**src/rtl/finish_banner_ctrl_if.sv**
```systemverilog
// Bundle of game-side strobes/positions in and banner status out for finish_banner_ctrl.
// The game/test side uses the master modport; the banner controller uses the slave modport.
interface finish_banner_ctrl_if #(
  parameter int unsigned POS_W = 4
);
  logic             frame_start;
  logic             pos_valid;
  logic [POS_W-1:0] p1_pos;
  logic [POS_W-1:0] p2_pos;
  logic             restart;
  logic             finish_en;
  logic [1:0]       winner;
  logic             game_over;
  logic             banner_done;

  modport master (
    output frame_start, pos_valid, p1_pos, p2_pos, restart,
    input  finish_en, winner, game_over, banner_done
  );

  modport slave (
    input  frame_start, pos_valid, p1_pos, p2_pos, restart,
    output finish_en, winner, game_over, banner_done
  );
endinterface

```
**src/rtl/finish_banner_ctrl.sv**
```systemverilog
// finish_banner_ctrl: latches the winner when a player reaches the final tile and
// drives the FINISH banner enable, changing it only on frame boundaries.
// Optional feature macro FINISH_BLINK_EN: when defined the banner blinks during
// the show phase; when undefined it is steady on for the whole show phase.
module finish_banner_ctrl #(
  parameter int unsigned TILE_COUNT   = 10,
  parameter int unsigned POS_W        = 4,
  parameter int unsigned BLINK_FRAMES = 15,
  parameter int unsigned SHOW_FRAMES  = 180
) (
  input  logic                 clk,
  input  logic                 reset,
  finish_banner_ctrl_if.slave  bus
);

  typedef enum logic [1:0] {IDLE, ARM, BLINK, HOLD} state_t;

  localparam int K_W = $clog2(SHOW_FRAMES + 1);
  localparam logic [K_W-1:0] SHOW_K = K_W'(SHOW_FRAMES);

  state_t state_q, state_d;

  logic [K_W-1:0] frame_cnt_q, frame_cnt_d;
  logic           finish_en_q, finish_en_d;
  logic [1:0]     winner_q, winner_d;
  logic           game_over_q, game_over_d;
  logic           banner_done_q, banner_done_d;

`ifdef FINISH_BLINK_EN
  localparam int BC_W = (BLINK_FRAMES > 1) ? $clog2(BLINK_FRAMES) : 1;
  localparam logic [BC_W-1:0] BLINK_LAST = BC_W'(BLINK_FRAMES - 1);

  logic [BC_W-1:0] blink_cnt_q, blink_cnt_d;
  logic            phase_q, phase_d;
`endif

  logic [POS_W-1:0] p1_pos;
  logic [POS_W-1:0] p2_pos;
  logic             p1_fin;
  logic             p2_fin;
  logic             detect;
  logic             restart_hit;
  logic [K_W-1:0]   frame_cnt_inc;
  logic             last_frame;

  assign p1_pos        = bus.p1_pos;
  assign p2_pos        = bus.p2_pos;
  assign p1_fin        = 32'(p1_pos) >= TILE_COUNT;
  assign p2_fin        = 32'(p2_pos) >= TILE_COUNT;
  assign detect        = bus.pos_valid && !bus.restart && (p1_fin || p2_fin);
  assign restart_hit   = bus.restart && (state_q != IDLE);
  assign frame_cnt_inc = frame_cnt_q + K_W'(1);
  assign last_frame    = (frame_cnt_inc == SHOW_K);

  // State register with synchronous reset back to IDLE.
  always_ff @(posedge clk) begin
    if (reset) begin
      state_q <= IDLE;
    end else begin
      state_q <= state_d;
    end
  end

  // Next-state logic; restart outside IDLE overrides every other transition.
  always_comb begin
    state_d = state_q;
    case (state_q)
      IDLE:  if (detect) state_d = ARM;
      ARM:   if (bus.frame_start) state_d = BLINK;
      BLINK: if (bus.frame_start && last_frame) state_d = HOLD;
      HOLD:  state_d = HOLD;
    endcase
    if (restart_hit) begin
      state_d = IDLE;
    end
  end

  // Output and counter next values; finish_en only moves on a frame_start.
  always_comb begin
    frame_cnt_d   = frame_cnt_q;
    finish_en_d   = finish_en_q;
    winner_d      = winner_q;
    game_over_d   = game_over_q;
    banner_done_d = 1'b0;
`ifdef FINISH_BLINK_EN
    blink_cnt_d   = blink_cnt_q;
    phase_d       = phase_q;
`endif
    case (state_q)
      IDLE: begin
        if (detect) begin
          winner_d    = {p2_fin, p1_fin};
          game_over_d = 1'b1;
        end
      end
      ARM: begin
        if (bus.frame_start) begin
          frame_cnt_d = '0;
          finish_en_d = 1'b1;
`ifdef FINISH_BLINK_EN
          blink_cnt_d = '0;
          phase_d     = 1'b0;
`endif
        end
      end
      BLINK: begin
        if (bus.frame_start) begin
          frame_cnt_d = frame_cnt_inc;
          if (last_frame) begin
            finish_en_d   = 1'b1;
            banner_done_d = 1'b1;
          end else begin
`ifdef FINISH_BLINK_EN
            if (blink_cnt_q == BLINK_LAST) begin
              blink_cnt_d = '0;
              phase_d     = ~phase_q;
            end else begin
              blink_cnt_d = blink_cnt_q + BC_W'(1);
            end
            finish_en_d = ~phase_d;
`else
            finish_en_d = 1'b1;
`endif
          end
        end
      end
      HOLD: begin
        finish_en_d = 1'b1;
      end
    endcase
    if (restart_hit) begin
      frame_cnt_d   = '0;
      finish_en_d   = 1'b0;
      winner_d      = 2'd0;
      game_over_d   = 1'b0;
      banner_done_d = 1'b0;
`ifdef FINISH_BLINK_EN
      blink_cnt_d   = '0;
      phase_d       = 1'b0;
`endif
    end
  end

  // Registered outputs and counters with synchronous reset.
  always_ff @(posedge clk) begin
    if (reset) begin
      frame_cnt_q   <= '0;
      finish_en_q   <= 1'b0;
      winner_q      <= 2'd0;
      game_over_q   <= 1'b0;
      banner_done_q <= 1'b0;
`ifdef FINISH_BLINK_EN
      blink_cnt_q   <= '0;
      phase_q       <= 1'b0;
`endif
    end else begin
      frame_cnt_q   <= frame_cnt_d;
      finish_en_q   <= finish_en_d;
      winner_q      <= winner_d;
      game_over_q   <= game_over_d;
      banner_done_q <= banner_done_d;
`ifdef FINISH_BLINK_EN
      blink_cnt_q   <= blink_cnt_d;
      phase_q       <= phase_d;
`endif
    end
  end

  assign bus.finish_en   = finish_en_q;
  assign bus.winner      = winner_q;
  assign bus.game_over   = game_over_q;
  assign bus.banner_done = banner_done_q;

endmodule

```
**src/flat_wrapper.sv**
```systemverilog
// flat-port wrapper written by rule: the top's interface ports become plain ports
module finish_banner_ctrl_flat 
#(
  parameter int unsigned TILE_COUNT   = 10,
  parameter int unsigned POS_W        = 4,
  parameter int unsigned BLINK_FRAMES = 15,
  parameter int unsigned SHOW_FRAMES  = 180
)
  (clk, reset, bus_frame_start, bus_pos_valid, bus_p1_pos, bus_p2_pos, bus_restart, bus_finish_en, bus_winner, bus_game_over, bus_banner_done);
  finish_banner_ctrl_if #(.POS_W(POS_W)) bus_i ();
  input  logic clk;
  input  logic reset;
  input wire logic [$bits(bus_i.frame_start)-1:0] bus_frame_start;
  input wire logic [$bits(bus_i.pos_valid)-1:0] bus_pos_valid;
  input wire logic [$bits(bus_i.p1_pos)-1:0] bus_p1_pos;
  input wire logic [$bits(bus_i.p2_pos)-1:0] bus_p2_pos;
  input wire logic [$bits(bus_i.restart)-1:0] bus_restart;
  output wire logic [$bits(bus_i.finish_en)-1:0] bus_finish_en;
  output wire logic [$bits(bus_i.winner)-1:0] bus_winner;
  output wire logic [$bits(bus_i.game_over)-1:0] bus_game_over;
  output wire logic [$bits(bus_i.banner_done)-1:0] bus_banner_done;
  assign bus_i.frame_start = bus_frame_start;
  assign bus_i.pos_valid = bus_pos_valid;
  assign bus_i.p1_pos = bus_p1_pos;
  assign bus_i.p2_pos = bus_p2_pos;
  assign bus_i.restart = bus_restart;
  assign bus_finish_en = bus_i.finish_en;
  assign bus_winner = bus_i.winner;
  assign bus_game_over = bus_i.game_over;
  assign bus_banner_done = bus_i.banner_done;
  finish_banner_ctrl #(.TILE_COUNT(TILE_COUNT), .POS_W(POS_W), .BLINK_FRAMES(BLINK_FRAMES), .SHOW_FRAMES(SHOW_FRAMES)) u_core (.clk(clk), .reset(reset), .bus(bus_i));
endmodule
```
**config.mk**
```make
export PLATFORM = sky130hd
export DESIGN_NAME = finish_banner_ctrl_flat
export DESIGN_NICKNAME = d
export VERILOG_FILES = /design/src/rtl/finish_banner_ctrl_if.sv /design/src/rtl/finish_banner_ctrl.sv /design/src/flat_wrapper.sv
export SDC_FILE = /design/constraint.sdc
export NUM_CORES = 1
export LEC_CHECK = 0
export CORE_MARGIN = 5
export CORE_UTILIZATION = 35
export DETAILED_ROUTE_END_ITERATION = 8
export HOLD_SLACK_MARGIN = 0.05
export PLACE_DENSITY_LB_ADDON = 0.15
export SLEW_MARGIN = 30
export SYNTH_ARGS = -nofsm -noshare
export SYNTH_HDL_FRONTEND = slang
export SYNTH_SLANG_ARGS = --single-unit
export TNS_END_PERCENT = 1
```
**constraint.sdc**
```tcl
create_clock -name clk -period 3.65 [get_ports clk]
set_clock_uncertainty 0.05 [all_clocks]
set_input_delay 0.5475 -clock clk [delete_from_list [all_inputs] [get_ports clk]]
set_output_delay 0.5475 -clock clk [all_outputs]
set_load 0.1 [all_outputs]
```
==> flow_metrics.py <==
metrics = {
    "timing": {
        "rsz0062_at_grt": "false",
        "hold_viol": 0,
        "min_period_over_period_pct": 64.50,
        "tns_ns": 0,
        "min_period_ns": 2.354,
        "finalSetupViolations": 0,
        "finalMaxSlewViolations": 0,
        "tightest_slew_ns": 0.9727,
        "fmax_mhz": 424.8,
        "slew_headroom_pct": 34.95,
    },
    "logic_synthesis": {
        "synthTopCellsByArea": "dfxtp_1 (35%), ha_1 (10%), nor2_1 (5.6%)",
        "synth_adder_area_share_pct": 10.12,
        "synthSimpleGateAreaFrac_pct": 26.01,
        "synth_top_cell_by_area": "dfxtp_1",
        "synth_edf_count": 0,
        "synthMuxAreaShare_pct": 2.457,
        "avgSynthCellArea_um2": 8.325,
        "ys_ff_latch": 15,
        "syn_inst": 104,
        "yosysWarnings": 0,
        "synth_top_area_share_pct": 34.68,
        "ys.flop_type": "dfxtp_1",
        "synth_top_family_by_area": "simple AND/OR/NAND/NOR gates",
        "yosysSeqAreaShare_pct": 34.68,
        "synth_nets": 124,
        "synth-compound-area-share_pct": 22.54,
        "synth_cell_types": 34,
        "netlist_area_um2": 865.8,
        "synth_xor_area_share_pct": 0,
        "async_reset_ff_share_pct": 0,
    },
    "flow_run": {
        "maxCapViolCount": 0,
    },
    "worst_setup_path": {
        "crit_start": "u_core.bus.winner[1]$_SDFFE_PP0P_",
        "r2r_end": "u_core.state_q[1]$_SDFFE_PP0P_",
        "critPathBufInv": 1,
        "worstSetupPathType": "reg -> out",
        "critPathArrivalTime_ns": 1.76,
        "endpoint": "bus_winner[1]",
        "cp_cell_sequence": "clkdlybuf4s50_1",
        "max_stage_delay_ns": 1.13,
        "crit_family": "buffers and inverters",
        "start_kind": "flop",
        "cp-end-kind": "output port",
        "r2r_start": "u_core.state_q[0]$_SDFFE_PP0P_",
        "ff2ff_setup_slack_ns": 1.74,
        "r2r_cells": 6,
        "path_depth": 1,
        "cp_data_required_time_ns": 3.05,
        "crit_fanout": 2,
        "cp_slowest_cell": "clkdlybuf4s50_1",
    },
    "clock_network": {
        "cts_buffers": 3,
        "clock_sinks": 15,
        "clkLatencyLatePin_ns": 0.28,
        "cts_resized": 0,
        "path_clk_slew_ns": 0.09,
        "cts_tree": "built",
        "postCtsSetupRepairBufs": 0,
        "cts_max_level": 1,
        "cts_root_buf": "clkbuf_4",
        "clk_path_buf_depth": 2,
        "cts_hold_buf": 0,
    },
    "placement": {
        "hpwl_um": 1385,
        "port_buffers": 15,
        "gp_congestion": 0.8315,
    },
    "power_and_ir_drop": {
        "clock_power_share_pct": 19.1,
        "p_seq_share_pct": 38.6,
        "p_total_mw": 0.5019,
        "p_sw_mw": 0.2082,
        "leakagePower_nw": 0.3684,
        "switching_share_pct": 41.49,
        "combPwrFrac_pct": 42.2,
        "intPower_mw": 0.2937,
        "irDropWorstVdd_mv": 0.2789,
        "power_per_cell_area_mw_per_mm2": 474.2,
    },
    "floorplan": {
        "core_mm2": 0.002410,
        "io_pins": 18,
        "dieArea_mm2": 0.003568,
        "rows": 18,
        "die_h_um": 59.74,
        "die_x_um": 59.74,
        "start_util_pct": 35.93,
    },
    "global_route": {
        "grt_max_degree": 16,
        "use_met2_pct": 18.83,
        "antenna_found_initial": 0,
        "overflow": 0,
        "grt_use_met1_pct": 13.57,
        "grt_most_used_layer": "met2",
        "grt_pass1_wl_um": 3153,
        "grt_usage_pct": 11.43,
        "grtUsageMet3_pct": 2.808,
        "grt_pass1_vias": 768,
    },
    "detailed_routing": {
        "ant_nets": 0,
        "dr.first_iter.drc_count": 18,
        "drt-vias-per-instance": 5.235,
        "avgRoutedWirePerCell_um": 12.21,
        "drc": 0,
        "via_count": 780,
        "wl_um": 1819,
        "drt_first_pass_iters": 4,
    },
    "cells_and_area": {
        "antennaDiodeCount": 0,
        "area_delta_synth_final_pct": 22.25,
        "fin_nets": 140,
        "n_fill_cell": 255,
        "drive_gt1_share_pct": 7.563,
    },
    "min_path": {
        "hold_class": "reg -> reg",
    },
    "status": {
        "status": "completed",
    },
}
power groups by stage:
| stage | combinational [mW] | clock [mW] | sequential (mW) |
|---|---|---|---|
| 2_1_floorplan | 0.107 | 0 | 0.257 |
| 3_3_place_gp | 0.213 | 0 | 0.197 |
| 3_5_place_dp | 0.215 | 0 | 0.198 |
| 4_1_cts | 0.215 | 0.101 | 0.194 |
| 5_1_grt | 0.230 | 0.112 | 0.198 |
| 6_report | 0.212 | 0.0961 | 0.194 |
Yosys cell counts (2+ instances only):
cell and number:
nand4_1 2, nor4_1 2, a21oi_1 9, buf_2 2, a211oi_2 2, nor3_1 3, nor2_1 13, nor2b_1 3
ha_1 7, nand2b_1 2, a22oi_1 4, nand2_1 10, inv_1 4, dfxtp_1 15, o21ai_0 7
registers in the layout (all words and copies together), names as in the netlist:
register	cells
u_core.frame_cnt_q	8
u_core.bus.game_over	1
u_core.bus.finish_en	1
u_core.state_q	2
u_core.bus.banner_done	1
u_core.bus.winner	2
layout make-up:
type,count,area (µm²),share of cell area (%)
inverter,4,15.01,1.418
clock buffer,4,26.28,2.482
multi-input combinational,81,529.3,50.00
tap,30,37.54,3.546
sequential,15,300.3,28.37
timing repair buffer,15,150.1,14.18
cell families after synthesis:
kind of cell | after synthesis
AND/OR/NAND/NOR | 42
AO/OA/AOI/OAI | 30
flip-flops | 15
buffers and inverters | 8
adder cells (fa/ha/maj) | 7
multiplexers | 2
worst register-to-register path: cells and delay by family (launching register included):
kind / cells / cell delay, ns
DFF: 1 / 0.36
AOI/OAI and AO/OA: 3 / 0.74
and+or+nand+nor: 1 / 0.16
buffers and inverters: 1 / 0.12
adders and majority gates: 1 / 0.40
placed cells by master, fill, tap and decap left out, types with 2 or more instances in the layout:
cell type        netlist  routed
a211oi_2               2       2
a21oi_1                9       9
a22oi_1                4       4
clkbuf_4               0       3
clkdlybuf4s50_1        0      15
dfxtp_1               15      15
ha_1                   7       7
inv_1                  4       4
nand2_1               10      10
nand2b_1               2       2
nand4_1                2       2
nor2_1                13      13
nor2b_1                3       3
nor3_1                 3       3
nor4_1                 2       2
o21ai_0                7       7
how the worst min path moves through the flow:
stage,startpoint,end,slack [ns],cells after the start
3_5_place_dp,u_core.bus.game_over$_SDFFE_PP0P_,u_core.bus.game_over$_SDFFE_PP0P_,0.41,2
2_1_floorplan,u_core.frame_cnt_q[6]$_SDFFE_PP0P_,u_core.frame_cnt_q[6]$_SDFFE_PP0P_,0.42,2
5_1_grt,u_core.bus.game_over$_SDFFE_PP0P_,u_core.bus.game_over$_SDFFE_PP0P_,0.47,2
4_1_cts,u_core.bus.finish_en$_SDFFE_PP0P_,u_core.bus.finish_en$_SDFFE_PP0P_,0.44,2
3_3_place_gp,u_core.bus.game_over$_SDFFE_PP0P_,u_core.bus.game_over$_SDFFE_PP0P_,0.41,2
6_report,u_core.bus.finish_en$_SDFFE_PP0P_,u_core.bus.finish_en$_SDFFE_PP0P_,0.43,2
metrics by stage:
step                utilization (%)  area, µm²  hold WS, ns  setup slack [ns]  std cells
floorplan                         -      865.8       0.4215             1.930        104
CTS                           43.93       1059       0.4353             1.277        149
finish                        43.93       1059       0.4255             1.296        149
global route                  43.93       1059       0.4682             1.228        149
detailed placement            42.83       1032       0.4118             1.301        145
global placement              42.83       1032       0.4057             1.338        145
layer usage:
layer  part of all wire [%]  vias up
li1                       -      403
met1                     46      356
met2                     46       19
met3                    7.5        2
met4                    1.2        0
met5                      0        -
No activity file was read; power rests on OpenSTA's default activity.
